### src/rtl/snoop_bus_arbiter.sv
// Round-robin arbiter for the MESI snooping bus: grant, broadcast, collect aborts,
// then memory access, cache-to-cache writeback wait, or immediate completion.
// Define BUS_TIMEOUT_EN to add a memory-wait timeout that raises bus_error.

module snoop_bus_arbiter #(
    parameter int NUM_CPU   = 4,
    parameter int AW        = 8,
    parameter int WB_CYCLES = 2,
    parameter int TIMEOUT   = 16
) (
    input  logic                  clk,
    input  logic                  reset,
    input  logic [NUM_CPU-1:0]    req,
    input  logic [2*NUM_CPU-1:0]  cmd_in,
    input  logic [AW*NUM_CPU-1:0] addr_in,
    output logic [NUM_CPU-1:0]    grant,
    output logic                  bus_valid,
    output logic                  bus_read_miss,
    output logic                  bus_write_miss,
    output logic                  bus_invalidate,
    output logic [AW-1:0]         bus_addr,
    input  logic [NUM_CPU-1:0]    snoop_abort,
    output logic                  mem_req,
    output logic [AW-1:0]         mem_addr,
    input  logic                  mem_ready,
    output logic [NUM_CPU-1:0]    done,
    output logic                  busy,
    output logic                  bus_error
);

    localparam int IW  = (NUM_CPU > 1) ? $clog2(NUM_CPU) : 1;
    localparam int WBW = $clog2(WB_CYCLES + 1);
    localparam logic [NUM_CPU-1:0] ONE_HOT0 = NUM_CPU'(1);
    localparam logic [IW-1:0]      LAST_IDX = IW'(NUM_CPU - 1);
    localparam logic [1:0] CMD_RD  = 2'b01;
    localparam logic [1:0] CMD_WR  = 2'b10;
    localparam logic [1:0] CMD_INV = 2'b11;

    typedef enum logic [2:0] {
        S_IDLE, S_GRANT, S_SNOOP, S_MEM_WAIT, S_WB, S_DONE
    } state_t;

    if (NUM_CPU < 2 || NUM_CPU > 8 || WB_CYCLES < 1 || TIMEOUT < 1) begin : g_param_check
        $error("snoop_bus_arbiter: illegal parameter value");
    end

    // Per-CPU views of the flattened request buses
    logic [1:0]         cmd_arr  [NUM_CPU];
    logic [AW-1:0]      addr_arr [NUM_CPU];
    logic [NUM_CPU-1:0] eligible;

    for (genvar gi = 0; gi < NUM_CPU; gi++) begin : g_cpu
        assign cmd_arr[gi]  = cmd_in[2*gi +: 2];
        assign addr_arr[gi] = addr_in[AW*gi +: AW];
        assign eligible[gi] = req[gi] & (cmd_in[2*gi +: 2] != 2'b00);
    end

    state_t             state_q, state_d;
    logic [IW-1:0]      ptr_q, ptr_d;
    logic [IW-1:0]      owner_q, owner_d;
    logic [1:0]         cmd_q, cmd_d;
    logic [AW-1:0]      addr_q, addr_d;
    logic [WBW-1:0]     wb_cnt_q, wb_cnt_d;
    logic [NUM_CPU-1:0] abort_seen;

    logic [NUM_CPU-1:0] grant_q, grant_d;
    logic               bus_valid_q, bus_valid_d;
    logic               bus_rd_q, bus_rd_d;
    logic               bus_wr_q, bus_wr_d;
    logic               bus_inv_q, bus_inv_d;
    logic [AW-1:0]      bus_addr_q, bus_addr_d;
    logic               mem_req_q, mem_req_d;
    logic [AW-1:0]      mem_addr_q, mem_addr_d;
    logic [NUM_CPU-1:0] done_q, done_d;
    logic               busy_q, busy_d;

`ifdef BUS_TIMEOUT_EN
    localparam int TW = $clog2(TIMEOUT + 1);
    logic [TW-1:0] tmo_cnt_q, tmo_cnt_d;
    logic          timeout_hit;
    logic          bus_error_q, bus_error_d;
`endif

    // Round-robin search: first eligible requester at or above the pointer, wrapping
    logic          sel_found;
    logic [IW-1:0] sel_idx;
    int            cand;

    always_comb begin
        sel_found = 1'b0;
        sel_idx   = '0;
        cand      = 0;
        for (int k = 0; k < NUM_CPU; k++) begin
            cand = int'(ptr_q) + k;
            if (cand >= NUM_CPU) begin
                cand = cand - NUM_CPU;
            end
            if (!sel_found && eligible[cand[IW-1:0]]) begin
                sel_found = 1'b1;
                sel_idx   = cand[IW-1:0];
            end
        end
    end

    // State register
    always_ff @(posedge clk) begin
        if (reset) begin
            state_q     <= S_IDLE;
            ptr_q       <= '0;
            owner_q     <= '0;
            cmd_q       <= '0;
            addr_q      <= '0;
            wb_cnt_q    <= '0;
            grant_q     <= '0;
            bus_valid_q <= 1'b0;
            bus_rd_q    <= 1'b0;
            bus_wr_q    <= 1'b0;
            bus_inv_q   <= 1'b0;
            bus_addr_q  <= '0;
            mem_req_q   <= 1'b0;
            mem_addr_q  <= '0;
            done_q      <= '0;
            busy_q      <= 1'b0;
`ifdef BUS_TIMEOUT_EN
            tmo_cnt_q   <= '0;
            bus_error_q <= 1'b0;
`endif
        end else begin
            state_q     <= state_d;
            ptr_q       <= ptr_d;
            owner_q     <= owner_d;
            cmd_q       <= cmd_d;
            addr_q      <= addr_d;
            wb_cnt_q    <= wb_cnt_d;
            grant_q     <= grant_d;
            bus_valid_q <= bus_valid_d;
            bus_rd_q    <= bus_rd_d;
            bus_wr_q    <= bus_wr_d;
            bus_inv_q   <= bus_inv_d;
            bus_addr_q  <= bus_addr_d;
            mem_req_q   <= mem_req_d;
            mem_addr_q  <= mem_addr_d;
            done_q      <= done_d;
            busy_q      <= busy_d;
`ifdef BUS_TIMEOUT_EN
            tmo_cnt_q   <= tmo_cnt_d;
            bus_error_q <= bus_error_d;
`endif
        end
    end

    // Next-state logic
    always_comb begin
        state_d    = state_q;
        ptr_d      = ptr_q;
        owner_d    = owner_q;
        cmd_d      = cmd_q;
        addr_d     = addr_q;
        wb_cnt_d   = wb_cnt_q;
        // The owner may also be a snooper of its own broadcast; its abort is meaningless
        abort_seen = snoop_abort & ~grant_q;
`ifdef BUS_TIMEOUT_EN
        tmo_cnt_d   = tmo_cnt_q;
        timeout_hit = 1'b0;
`endif
        case (state_q)
            S_IDLE: begin
                if (sel_found) begin
                    state_d = S_GRANT;
                    owner_d = sel_idx;
                    cmd_d   = cmd_arr[sel_idx];
                    addr_d  = addr_arr[sel_idx];
                end
            end
            S_GRANT: state_d = S_SNOOP;
            S_SNOOP: begin
                if (cmd_q == CMD_INV) begin
                    state_d = S_DONE;
                end else if (abort_seen != '0) begin
                    state_d  = S_WB;
                    wb_cnt_d = WBW'(WB_CYCLES);
                end else begin
                    state_d = S_MEM_WAIT;
`ifdef BUS_TIMEOUT_EN
                    tmo_cnt_d = '0;
`endif
                end
            end
            S_MEM_WAIT: begin
                if (mem_ready) begin
                    state_d = S_DONE;
`ifdef BUS_TIMEOUT_EN
                end else if (tmo_cnt_q == TW'(TIMEOUT - 1)) begin
                    state_d     = S_DONE;
                    timeout_hit = 1'b1;
                end else begin
                    tmo_cnt_d = tmo_cnt_q + 1'b1;
`endif
                end
            end
            S_WB: begin
                if (wb_cnt_q <= WBW'(1)) begin
                    state_d = S_DONE;
                end else begin
                    wb_cnt_d = wb_cnt_q - 1'b1;
                end
            end
            S_DONE: begin
                state_d = S_IDLE;
                ptr_d   = (owner_q == LAST_IDX) ? '0 : owner_q + 1'b1;
            end
            default: state_d = S_IDLE;
        endcase
    end

    // Output logic: every output is a flop loaded from the upcoming state
    always_comb begin
        grant_d     = '0;
        bus_valid_d = 1'b0;
        bus_rd_d    = 1'b0;
        bus_wr_d    = 1'b0;
        bus_inv_d   = 1'b0;
        bus_addr_d  = bus_addr_q;
        mem_req_d   = 1'b0;
        mem_addr_d  = mem_addr_q;
        done_d      = '0;
        busy_d      = (state_d != S_IDLE);
        if (state_d != S_IDLE) begin
            grant_d = ONE_HOT0 << owner_d;
        end
        case (state_d)
            S_SNOOP: begin
                bus_valid_d = 1'b1;
                bus_rd_d    = (cmd_d == CMD_RD);
                bus_wr_d    = (cmd_d == CMD_WR);
                bus_inv_d   = (cmd_d == CMD_INV);
                bus_addr_d  = addr_d;
            end
            S_MEM_WAIT: begin
                mem_req_d  = 1'b1;
                mem_addr_d = addr_d;
            end
            S_DONE: begin
                done_d = ONE_HOT0 << owner_d;
            end
            default: ;
        endcase
`ifdef BUS_TIMEOUT_EN
        bus_error_d = timeout_hit;
`endif
    end

    assign grant          = grant_q;
    assign bus_valid      = bus_valid_q;
    assign bus_read_miss  = bus_rd_q;
    assign bus_write_miss = bus_wr_q;
    assign bus_invalidate = bus_inv_q;
    assign bus_addr       = bus_addr_q;
    assign mem_req        = mem_req_q;
    assign mem_addr       = mem_addr_q;
    assign done           = done_q;
    assign busy           = busy_q;
`ifdef BUS_TIMEOUT_EN
    assign bus_error      = bus_error_q;
`else
    assign bus_error      = 1'b0;
`endif

endmodule

### config.mk
export PLATFORM = sky130hd
export DESIGN_NAME = snoop_bus_arbiter
export DESIGN_NICKNAME = d
export VERILOG_FILES = /design/src/rtl/snoop_bus_arbiter.sv
export SDC_FILE = /design/constraint.sdc
export NUM_CORES = 1
export LEC_CHECK = 0
export BUFFER_PORTS_ARGS = -buffer_cell sky130_fd_sc_hd__buf_2
export CAP_MARGIN = 25
export CORE_MARGIN = 1
export CORE_UTILIZATION = 40
export CTS_CLUSTER_DIAMETER = 30
export DETAILED_ROUTE_END_ITERATION = 12
export GPL_TIMING_DRIVEN = 0
export PLACE_DENSITY = 0.66
export SETUP_SLACK_MARGIN = 0.15
export SYNTH_ARGS = -nofsm -noshare
export SYNTH_HDL_FRONTEND = slang
export SYNTH_SLANG_ARGS = --single-unit
### constraint.sdc
create_clock -name clk -period 2.8 [get_ports clk]
set_input_delay 0.84 -clock clk [delete_from_list [all_inputs] [get_ports clk]]
set_output_delay 0.84 -clock clk [all_outputs]
set_load 0.01 [all_outputs]
==> flow_summary.yaml, run 1 <==
status:
  status: "complete, no violations"
cts:
  clock-sinks: 49
  cts_tree: "yes"
  cts_htree_levels: 2
  cts-root-buf: "clkbuf_8"
  cts_buffer_depth: 2
  insertion_delay_ns: 0.30
  numCtsBuffers: 5
  path_clk_slew_ns: 0.09
critical_path:
  worstSetupStartpoint: "cmd_in[6]"
  worstPathArrival_ns: 2.69
  start_kind: "input pin"
  critPathTopFamily: "simple AND/OR/NAND/NOR gates"
  reg2reg_from: "state_q[0]"
  critPathMaxFanout: 8
  critPathSlowestCell: "nor4bb_2"
  max_stage_delay_ns: 0.41
  critical_path_required_ns: 2.96
  cp.buffers_inverters: 2
  endpoint_kind: "flip-flop"
  critical_path.cell_chain: "buf_2 > o21a_1 > nor4bb_2 > nor3_1 > and2_1 > clkbuf_1 > a21oi_1 > nor3_1"
  critPathKind: "in -> reg"
  crit_top_cell: "nor3_1"
yosys:
  synth.distinct_cells: 57
  synth_edf_count: 0
  yosysWarnings: 0
  seq_area_frac_synth_pct: 41.61
  ys_ff_latch: 49
  synth.avg_cell_area_sq_um: 9.863
  synthCells: 239
  async_flop_share_pct: 0
  synth-main-ff-cell: "dfxtp_1"
  synth_area_sq_um: 2357
  syn-num-nets: 292
sta:
  worst_clock_skew_ns: 0.009247
  hold_violations: 0
  clock.fmax_mhz: 395.4
  setup_viol: 0
  timing.final.crit_period_ns: 2.529
  rsz0062_at_grt: "no"
  slew_headroom_pct: 53.01
  finalCritPeriodShare_pct: 90.32
  final_max_slew_viol_count: 0
  tightest_slew_ns: 0.7049
drt:
  drt-vias-per-instance: 5.097
  drtAntennaViolNets: 0
  drc: 0
  vias: 2044
  drtIter0Drc: 89
  wirelength_microns: 5459
  avgRoutedWirePerCell_microns: 13.61
  drt_first_pass_iters: 4
global_routing:
  grt.overflow.total: 0
  grt_first_pass_wirelength_microns: 9073
  antenna_found_initial: 0
  grt_start_max_net_pins: 16
  grt_pass1_vias: 2000
  track_usage_pct: 18.80
layout:
  drive_above_1_share_pct: 38.91
  num-nets-final: 381
  antenna_cells: 0
  fillers: 551
  design_area_sq_um: 2954
  syn_to_final_growth_pct: 25.32
  final_common_cell: "buf_2"
  final_cell_mix: "buf_2, dfxtp_1, nor2_1, mux2i_1, mux2_2"
  stdcell_count: 401
place:
  dpl.hpwl_microns: 4094
  io_buffers: 80
  dp_cells: 391
  dpl_cell_area_sq_um: 2848
  place_congestion: 0.8244
worst_hold_path:
  hold_path_class: "reg -> reg"
  hold_start: "wb_cnt_q[1]"
floorplan:
  chipWidth_microns: 78.77
  start_util_pct: 42.03
  rows: 27
  io_pins: 82
  dieArea_sq_um: 6204
  die_y_microns: 78.77
  core_area_sq_um: 5608
power:
  peakVddDrop_uv: 234.0
  p_leak_nw: 1.330
  p_per_area_nw_per_um2: 630.6
job:
  max-cap-violations: 0
-- final timing paths --
check / slack (ns) / to / cells after the start
max: 0.27 / grant[3] / 8
min: 0.49 / wb_cnt_q[1] / 2
max reg2reg: 0.66 / grant[3] / 8
min reg2reg: 0.49 / wb_cnt_q[1] / 2
-- flip-flops by register name, indices dropped and copies added, names as in the netlist --
register,flops
addr_q,8
bus_addr,8
bus_invalidate,1
bus_read_miss,1
bus_valid,1
bus_write_miss,1
busy,1
cmd_q,2
done,4
grant,4
mem_addr,8
mem_req,1
owner_q,2
ptr_q,2
state_q,3
wb_cnt_q,2
-- metrics by stage --
stage | hold slack (ns) | setup slack (ns) | util (%) | total power, mW | TNS, ns
finish | 0.4914 | 0.2709 | 52.68 | 1.863 | 0
global route | 0.5340 | 0.1121 | 52.68 | 1.984 | 0
CTS | 0.4966 | 0.2171 | 52.36 | 1.868 | 0
detailed placement | 0.4798 | -0.1833 | 50.78 | 1.464 | -1.695
global placement | 0.4672 | -0.1769 | 50.78 | 1.458 | -1.546
floorplan | 0.4611 | 0.2729 | - | 1.288 | 0
-- Yosys cell counts, types with 3 or more instances --
master / instances / area share, %
a211oi_1: 3 / 0.96
a21o_1: 3 / 0.96
a21oi_1: 8 / 1.7
a221oi_1: 7 / 2.6
and2_4: 5 / 1.9
dfxtp_1: 49 / 42
inv_1: 6 / 0.96
mux2_2: 14 / 6.7
mux2i_1: 21 / 8.9
nand2_1: 11 / 1.8
nand2b_1: 4 / 1.1
nor2_1: 35 / 5.6
nor2b_1: 3 / 0.80
nor3_1: 10 / 2.1
o21a_1: 3 / 0.96
o221ai_1: 3 / 1.1
-- area by class of cell --
class / count / area [sq um] / area share (%)
buffer: 12 / 102.6 / 3.473
clock buffer: 6 / 72.57 / 2.457
clock inverter: 2 / 15.01 / 0.5083
inverter: 6 / 22.52 / 0.7624
multi-input combinational: 172 / 1255 / 42.48
sequential: 49 / 980.9 / 33.21
tap: 72 / 90.09 / 3.050
timing repair buffer: 82 / 415.4 / 14.06
-- logic make-up (layout without fill, tap and decap cells) --
| logic type | after synthesis | after routing | synth area share (%) |
|---|---|---|---|
| buffers and inverters | 18 | 108 | 5.149 |
| adders and majority gates | 2 | 2 | 1.061 |
| and+or+nand+nor | 86 | 86 | 20.01 |
| AOI/OAI and AO/OA | 47 | 47 | 16.03 |
| DFF | 49 | 49 | 41.61 |
| other | 1 | 1 | 0.1591 |
| xor gates and xnor gates | 1 | 1 | 0.3716 |
| muxes | 35 | 35 | 15.60 |
-- timing repair --
item                                    CTS  global route
pin swaps                                 0             1
hold buffers                              0             0
endpoints found under the setup margin    2             9
setup buffers                             0             2
gates resized for setup                   1             1
-- layer usage --
layer | vias to the layer above | wire, microns | track usage (%) | part of all wire [%]
li1 | 1035 | - | - | -
met3 | 5 | 366 | 5.517 | 6.7
met4 | 0 | 52 | 5.926 | 0.95
met5 | - | 0 | 0 | 0
met1 | 924 | 2557 | 23.64 | 47
met2 | 80 | 2483 | 30.78 | 45
-- worst reg2reg max path, stage by stage (launching register included) --
cell,delay (ns)
dfxtp_1,0.31
buf_6,0.13
nor2_4,0.14
inv_1,0.09
nor3_1,0.41
and2_1,0.20
clkbuf_1,0.37
a21oi_1,0.20
nor3_1,0.22
-- where the power goes --
part / leakage, nW / total [mW] / switching (mW) / internal, mW
combinational: 0.894 / 0.641 / 0.348 / 0.293
clock: 0.0374 / 0.404 / 0.228 / 0.176
sequential: 0.399 / 0.818 / 0.0397 / 0.779
Note: power is estimated with default switching activity, not from simulation.
==> run 2, diff against run 1 <==
BUFFER_PORTS_ARGS = -buffer_cell sky130_fd_sc_hd__clkbuf_2   (was -buffer_cell sky130_fd_sc_hd__buf_2)
GPL_ROUTABILITY_DRIVEN = 0   (was unset)
==> run 2 against run 1 <==
  * Combinational power grew 1%
  * Maximum frequency grew 0.95%
  * First-iteration DRC count is the same
  * Largest power group unchanged
  * Via count shrank 0.88%
  * Clock power grew 2%
==> flow_summary.yaml, run 2 (same netlist as run 1, synthesis figures left out) <==
status:
  status: "complete, no violations"
power:
  power.switching_mw: 0.6317
  internal-power_mw: 1.252
  p_seq_share_pct: 43.6
  sw_frac_of_total_pct: 33.54
  clkPwrFrac_pct: 22.0
  p_per_area_nw_per_um2: 637.1
  p_leak_nw: 1.314
  pwr-share-comb_pct: 34.4
  peakVddDrop_uv: 254.0
cts:
  cts_buffer_depth: 2
  cts_tree: "yes"
  insertion_delay_ns: 0.31
  path_clk_slew_ns: 0.10
  cts_htree_levels: 2
  cts-root-buf: "clkbuf_8"
  clock-sinks: 49
  ctsHoldBuffers: 0
  numCtsBuffers: 5
drt:
  avgRoutedWirePerCell_microns: 13.69
  drtAntennaViolNets: 0
  drc: 0
  drtIter0Drc: 89
  drt_first_pass_iters: 4
  wirelength_microns: 5477
  drt-vias-per-instance: 5.065
  vias: 2026
sta:
  finalCritPeriodShare_pct: 89.47
  timing.final.crit_period_ns: 2.505
  slew_headroom_pct: 49.01
  clock.fmax_mhz: 399.2
  tightest_slew_ns: 0.7648
  final_max_slew_viol_count: 0
  hold_violations: 0
  fin_hold_ws_ns: 0.4954
  rsz0062_at_grt: "no"
  setup_viol: 0
  worst_clock_skew_ns: 0.01288
critical_path:
  cp.buffers_inverters: 2
  critPathMaxFanout: 10
  start_kind: "input pin"
  endpoint_kind: "flip-flop"
  critPathTopFamily: "compound AO/OA/AOI/OAI gates"
  r2r_slack_ns: 0.71
  critPathKind: "in -> reg"
  max_stage_delay_ns: 0.38
  worstPathArrival_ns: 2.69
  critical_path_required_ns: 2.98
  critical_path.cell_chain: "clkbuf_2 > o21ai_1 > o221ai_1 > a21oi_1 > buf_2 > mux2_2 > a221oi_1 > nor2_1"
  critPathSlowestCell: "mux2_2"
floorplan:
  die_y_microns: 78.77
  dieArea_sq_um: 6204
  core_area_sq_um: 5608
  rows: 27
  io_pins: 82
  start_util_pct: 42.03
  chipWidth_microns: 78.77
layout:
  drive_above_1_share_pct: 38.72
  antenna_cells: 0
  final_common_cell: "clkbuf_2"
  stdcell_count: 400
  num-nets-final: 380
  final_util_pct: 52.72
  final_cell_mix: "clkbuf_2, dfxtp_1, nor2_1, mux2i_1, mux2_2"
  syn_to_final_growth_pct: 25.42
global_routing:
  track_usage_pct: 18.85
  antenna_found_initial: 0
  grt_start_max_net_pins: 16
  grt.overflow.total: 0
  grt_pass1_vias: 1868
  grt_first_pass_wirelength_microns: 8976
worst_hold_path:
  hold_path_class: "reg -> reg"
place:
  io_buffers: 80
  dpl.hpwl_microns: 4045
  dp_cells: 391
job:
  max-cap-violations: 0
==> run 2: stage by stage <==
stage          area, sq um  setup WS, ns  power [mW]  TNS [ns]
2_1_floorplan         2357        0.2729       1.288         0
3_3_place_gp          2848       -0.1617       1.459    -1.294
3_5_place_dp          2848       -0.1973       1.469    -2.080
4_1_cts               2937        0.1910       1.878         0
5_1_grt               2957        0.1543       1.998         0
6_report              2957        0.2947       1.884         0
==> run 2: worst paths after layout <==
check	from	endpoint	cells past startpoint
setup / recovery	cmd_in[4]	addr_q[5]	8
hold / removal	wb_cnt_q[1]	wb_cnt_q[1]	2
setup reg to reg	state_q[0]	grant[3]	8
hold reg to reg	wb_cnt_q[1]	wb_cnt_q[1]	2
==> run 2: tightest hold or removal path, delay by kind of cell (launching register included) <==
kind	cells	cell delay (ns)
AOI/OAI and AO/OA	1	0.07
DFF	1	0.31
buffers and inverters	1	0.08
==> run 2: timing repair <==
action,CTS,global route
setup endpoints to repair,3,8
gates cloned,0,0
gates resized for setup,1,0
pin swaps,0,1
setup buffers,0,1
==> run 2: power groups by stage <==
stage                     Sequential, mW  Combinational [mW]  Clock [mW]
after floorplan                    0.849               0.439           0
after global routing               0.831               0.716       0.452
final                              0.821               0.648       0.414
after CTS                          0.821               0.636       0.421
after detailed placement           0.838               0.632           0
after global placement             0.835               0.624           0
==> run 2: cell type report <==
class / instances / area [sq um]
Buffer: 12 / 100.1
Clock buffer: 6 / 72.57
Clock inverter: 2 / 15.01
Fill cell: 526 / 2651
Inverter: 6 / 22.52
Multi-Input combinational cell: 172 / 1255
Sequential cell: 49 / 980.9
Tap cell: 72 / 90.09
Timing Repair Buffer: 81 / 420.4
==> run 2: layer usage <==
metal  wire, microns  global-route usage [%]  share of wire, %
met5               0                       0                 0
met4              70                   6.667               1.3
met3             383                   4.598               7.0
met1            2620                   25.38                48
met2            2402                   29.22                44
==> run 3, diff against run 2 <==
ABC_AREA = 1   (was unset)
GPL_TIMING_DRIVEN = unset   (was 0)
PLACE_DENSITY = unset   (was 0.66)
==> run 3 against run 2 <==
  * First-iteration DRC count rose by 9.0%
  * Via count rose by 29%
  * Clock skew barely moved
  * Wire length rose by 15%
  * Register-to-register slack got worse by 0.17 ns
  * Synthesized cell count rose by 64%
  * Worst hold slack got worse by 0.00058 ns
  * Utilization fell by 2.2 points
  * Largest power group is now combinational logic
  * Critical endpoint is now done[1]
==> flow_summary.yaml, run 3 <==
status:
  status: "complete, no violations"
drt:
  drtIter0Drc: 97
  vias: 2604
  wirelength_microns: 6322
  drt_first_pass_iters: 4
  drtAntennaViolNets: 0
  drt-vias-per-instance: 4.735
  drc: 0
  avgRoutedWirePerCell_microns: 11.49
cts:
  cts_htree_levels: 2
  post_cts_buffers: 0
  numCtsBuffers: 5
  insertion_delay_ns: 0.30
  path_clk_slew_ns: 0.10
  clock-sinks: 49
  ctsHoldBuffers: 0
  cts_resized: 0
  cts_tree: "yes"
  cts-root-buf: "clkbuf_8"
  cts_buffer_depth: 2
layout:
  num-nets-final: 525
  fillers: 648
  drive_above_1_share_pct: 25.37
  antenna_cells: 0
  final_common_cell: "nand2_1"
  final_cell_mix: "nand2_1, clkbuf_2, inv_1, dfxtp_1, nand3_1"
  multi_input_area_sq_um: 1318
  regArea_sq_um: 980.9
  syn_to_final_growth_pct: 21.97
sta:
  rsz0062_at_grt: "no"
  slew_headroom_pct: 58.86
  setup_viol: 0
  finalCritPeriodShare_pct: 83.64
  hold_violations: 0
  final_max_slew_viol_count: 0
  clock.fmax_mhz: 427.0
  timing.final.crit_period_ns: 2.342
  worst_clock_skew_ns: 0.01337
  tightest_slew_ns: 0.6164
  fin_setup_tns_ns: 0
critical_path:
  reg2reg_from: "ptr_q[0]"
  r2r_slack_ns: 0.54
  critPathMaxFanout: 7
  ff2ff_path_depth: 13
  start_kind: "input pin"
  worstPathArrival_ns: 2.54
  reg2reg_to: "done[1]"
  worstSetupStartpoint: "cmd_in[1]"
  critPathKind: "in -> reg"
  critical_path_required_ns: 3.00
  critical_path.cell_chain: "clkbuf_2 > inv_1 > nand2_1 > nand3_2 > nand2_2 > o21ai_4 > nand3_1 > nor2_1 > inv_1 > nand2_4 > inv_2 > nor2_4 > inv_1 > nand2_1 > inv_1 > nand2_1 > nor2_1"
  critPathSlowestCell: "o21ai_4"
  max_stage_delay_ns: 0.21
  crit_end: "done[1]"
  endpoint_kind: "flip-flop"
  crit_top_cell: "inv_1"
yosys:
  syn-num-nets: 445
  yosysWarnings: 0
  async_flop_share_pct: 0
  synthCells: 392
  yosys.area.top_type: "dfxtp_1"
  synth_largest_type_area_fraction_pct: 37.28
  synthMostInstantiatedCell: "nand2_1"
  synth.avg_cell_area_sq_um: 6.712
  synth_edf_count: 0
  synth_area_sq_um: 2631
  synth_area_leaders: "dfxtp_1, nand2_1, inv_1, nand3_1, nor2_1"
  synth_common_cells: "nand2_1, inv_1, dfxtp_1"
  synth-main-ff-cell: "dfxtp_1"
  ys_ff_latch: 49
  synth.distinct_cells: 32
  seq_area_frac_synth_pct: 37.28
power:
  p_per_area_nw_per_um2: 850.1
  p_total_mw: 2.728
  peakVddDrop_uv: 495.1
  p_leak_nw: 1.745
worst_hold_path:
  hold_path_class: "reg -> reg"
  hold_depth: 2
global_routing:
  grt.overflow.total: 0
  grt_start_max_net_pins: 24
  grt_first_pass_wirelength_microns: 11030
  grt_pass1_vias: 2488
  track_usage_pct: 19.21
  antenna_found_initial: 0
place:
  dpl.hpwl_microns: 4992
  io_buffers: 80
floorplan:
  dieArea_sq_um: 6906
  rows: 29
  io_pins: 82
  start_util_pct: 41.44
  die_y_microns: 83.11
  chipWidth_microns: 83.11
  core_area_sq_um: 6350
job:
  max-cap-violations: 0
run 3: where the power goes:
part / switching [mW] / internal, mW
clock network: 0.236 / 0.204
logic: 0.824 / 0.455
registers: 0.102 / 0.906
total: 1.16 / 1.57
run 3: cell families (layout without fill, tap and decap cells):
| family | Yosys count | after routing | share of synthesized area, % |
|---|---|---|---|
| and+or+nand+nor | 207 | 207 | 38.23 |
| buffers and inverters | 84 | 165 | 12.65 |
| AOI/OAI and AO/OA | 49 | 49 | 10.75 |
| DFF | 49 | 49 | 37.28 |
| adders and majority gates | 2 | 2 | 0.9509 |
| other | 1 | 1 | 0.1425 |
run 3: per-layer routing:
metal,GRT usage (%),vias to the layer above,part of all wire [%]
li1,-,1391,-
met1,26.62,1133,50
met2,30.18,72,44
met3,3.380,8,4.6
met4,6.426,0,1.6
met5,0,-,0
run 3: area by class of cell:
| class | count | share of cell area (%) |
|---|---|---|
| flip-flops and latches | 49 | 30.57 |
| clock buffers | 6 | 2.573 |
| well taps | 77 | 3.002 |
| multi-input cells | 259 | 41.05 |
| repair buffers | 87 | 14.11 |
| inverters | 70 | 8.187 |
| clock inverters | 2 | 0.5068 |
run 3: worst min-delay path by stage:
stage	from	endpoint	slack, ns
6_report	wb_cnt_q[0]	wb_cnt_q[0]	0.49
5_1_grt	wb_cnt_q[0]	wb_cnt_q[0]	0.54
4_1_cts	wb_cnt_q[0]	wb_cnt_q[0]	0.49
3_5_place_dp	wb_cnt_q[0]	wb_cnt_q[0]	0.48
3_3_place_gp	wb_cnt_q[1]	wb_cnt_q[1]	0.48
2_1_floorplan	wb_cnt_q[1]	wb_cnt_q[1]	0.46
run 3: worst max-delay path: cells and delay by family:
family,cells,cell delay (ns)
AOI/OAI and AO/OA,1,0.21
buffers and inverters,6,0.47
and+or+nand+nor,10,1.03
run 3: metrics by stage:
| stage | hold WS, ns | util [%] | area (sq um) | setup slack [ns] | cells |
|---|---|---|---|---|---|
| final | 0.4948 | 50.54 | 3209 | 0.4580 | 550 |
| after global placement | 0.4830 | 48.99 | 3110 | 0.1099 | 542 |
| after detailed placement | 0.4793 | 48.99 | 3110 | 0.1083 | 542 |
| after CTS | 0.4929 | 50.54 | 3209 | 0.4339 | 550 |
| after global routing | 0.5360 | 50.54 | 3209 | 0.2399 | 550 |
| after floorplan | 0.4602 | - | 2631 | 0.5353 | 392 |
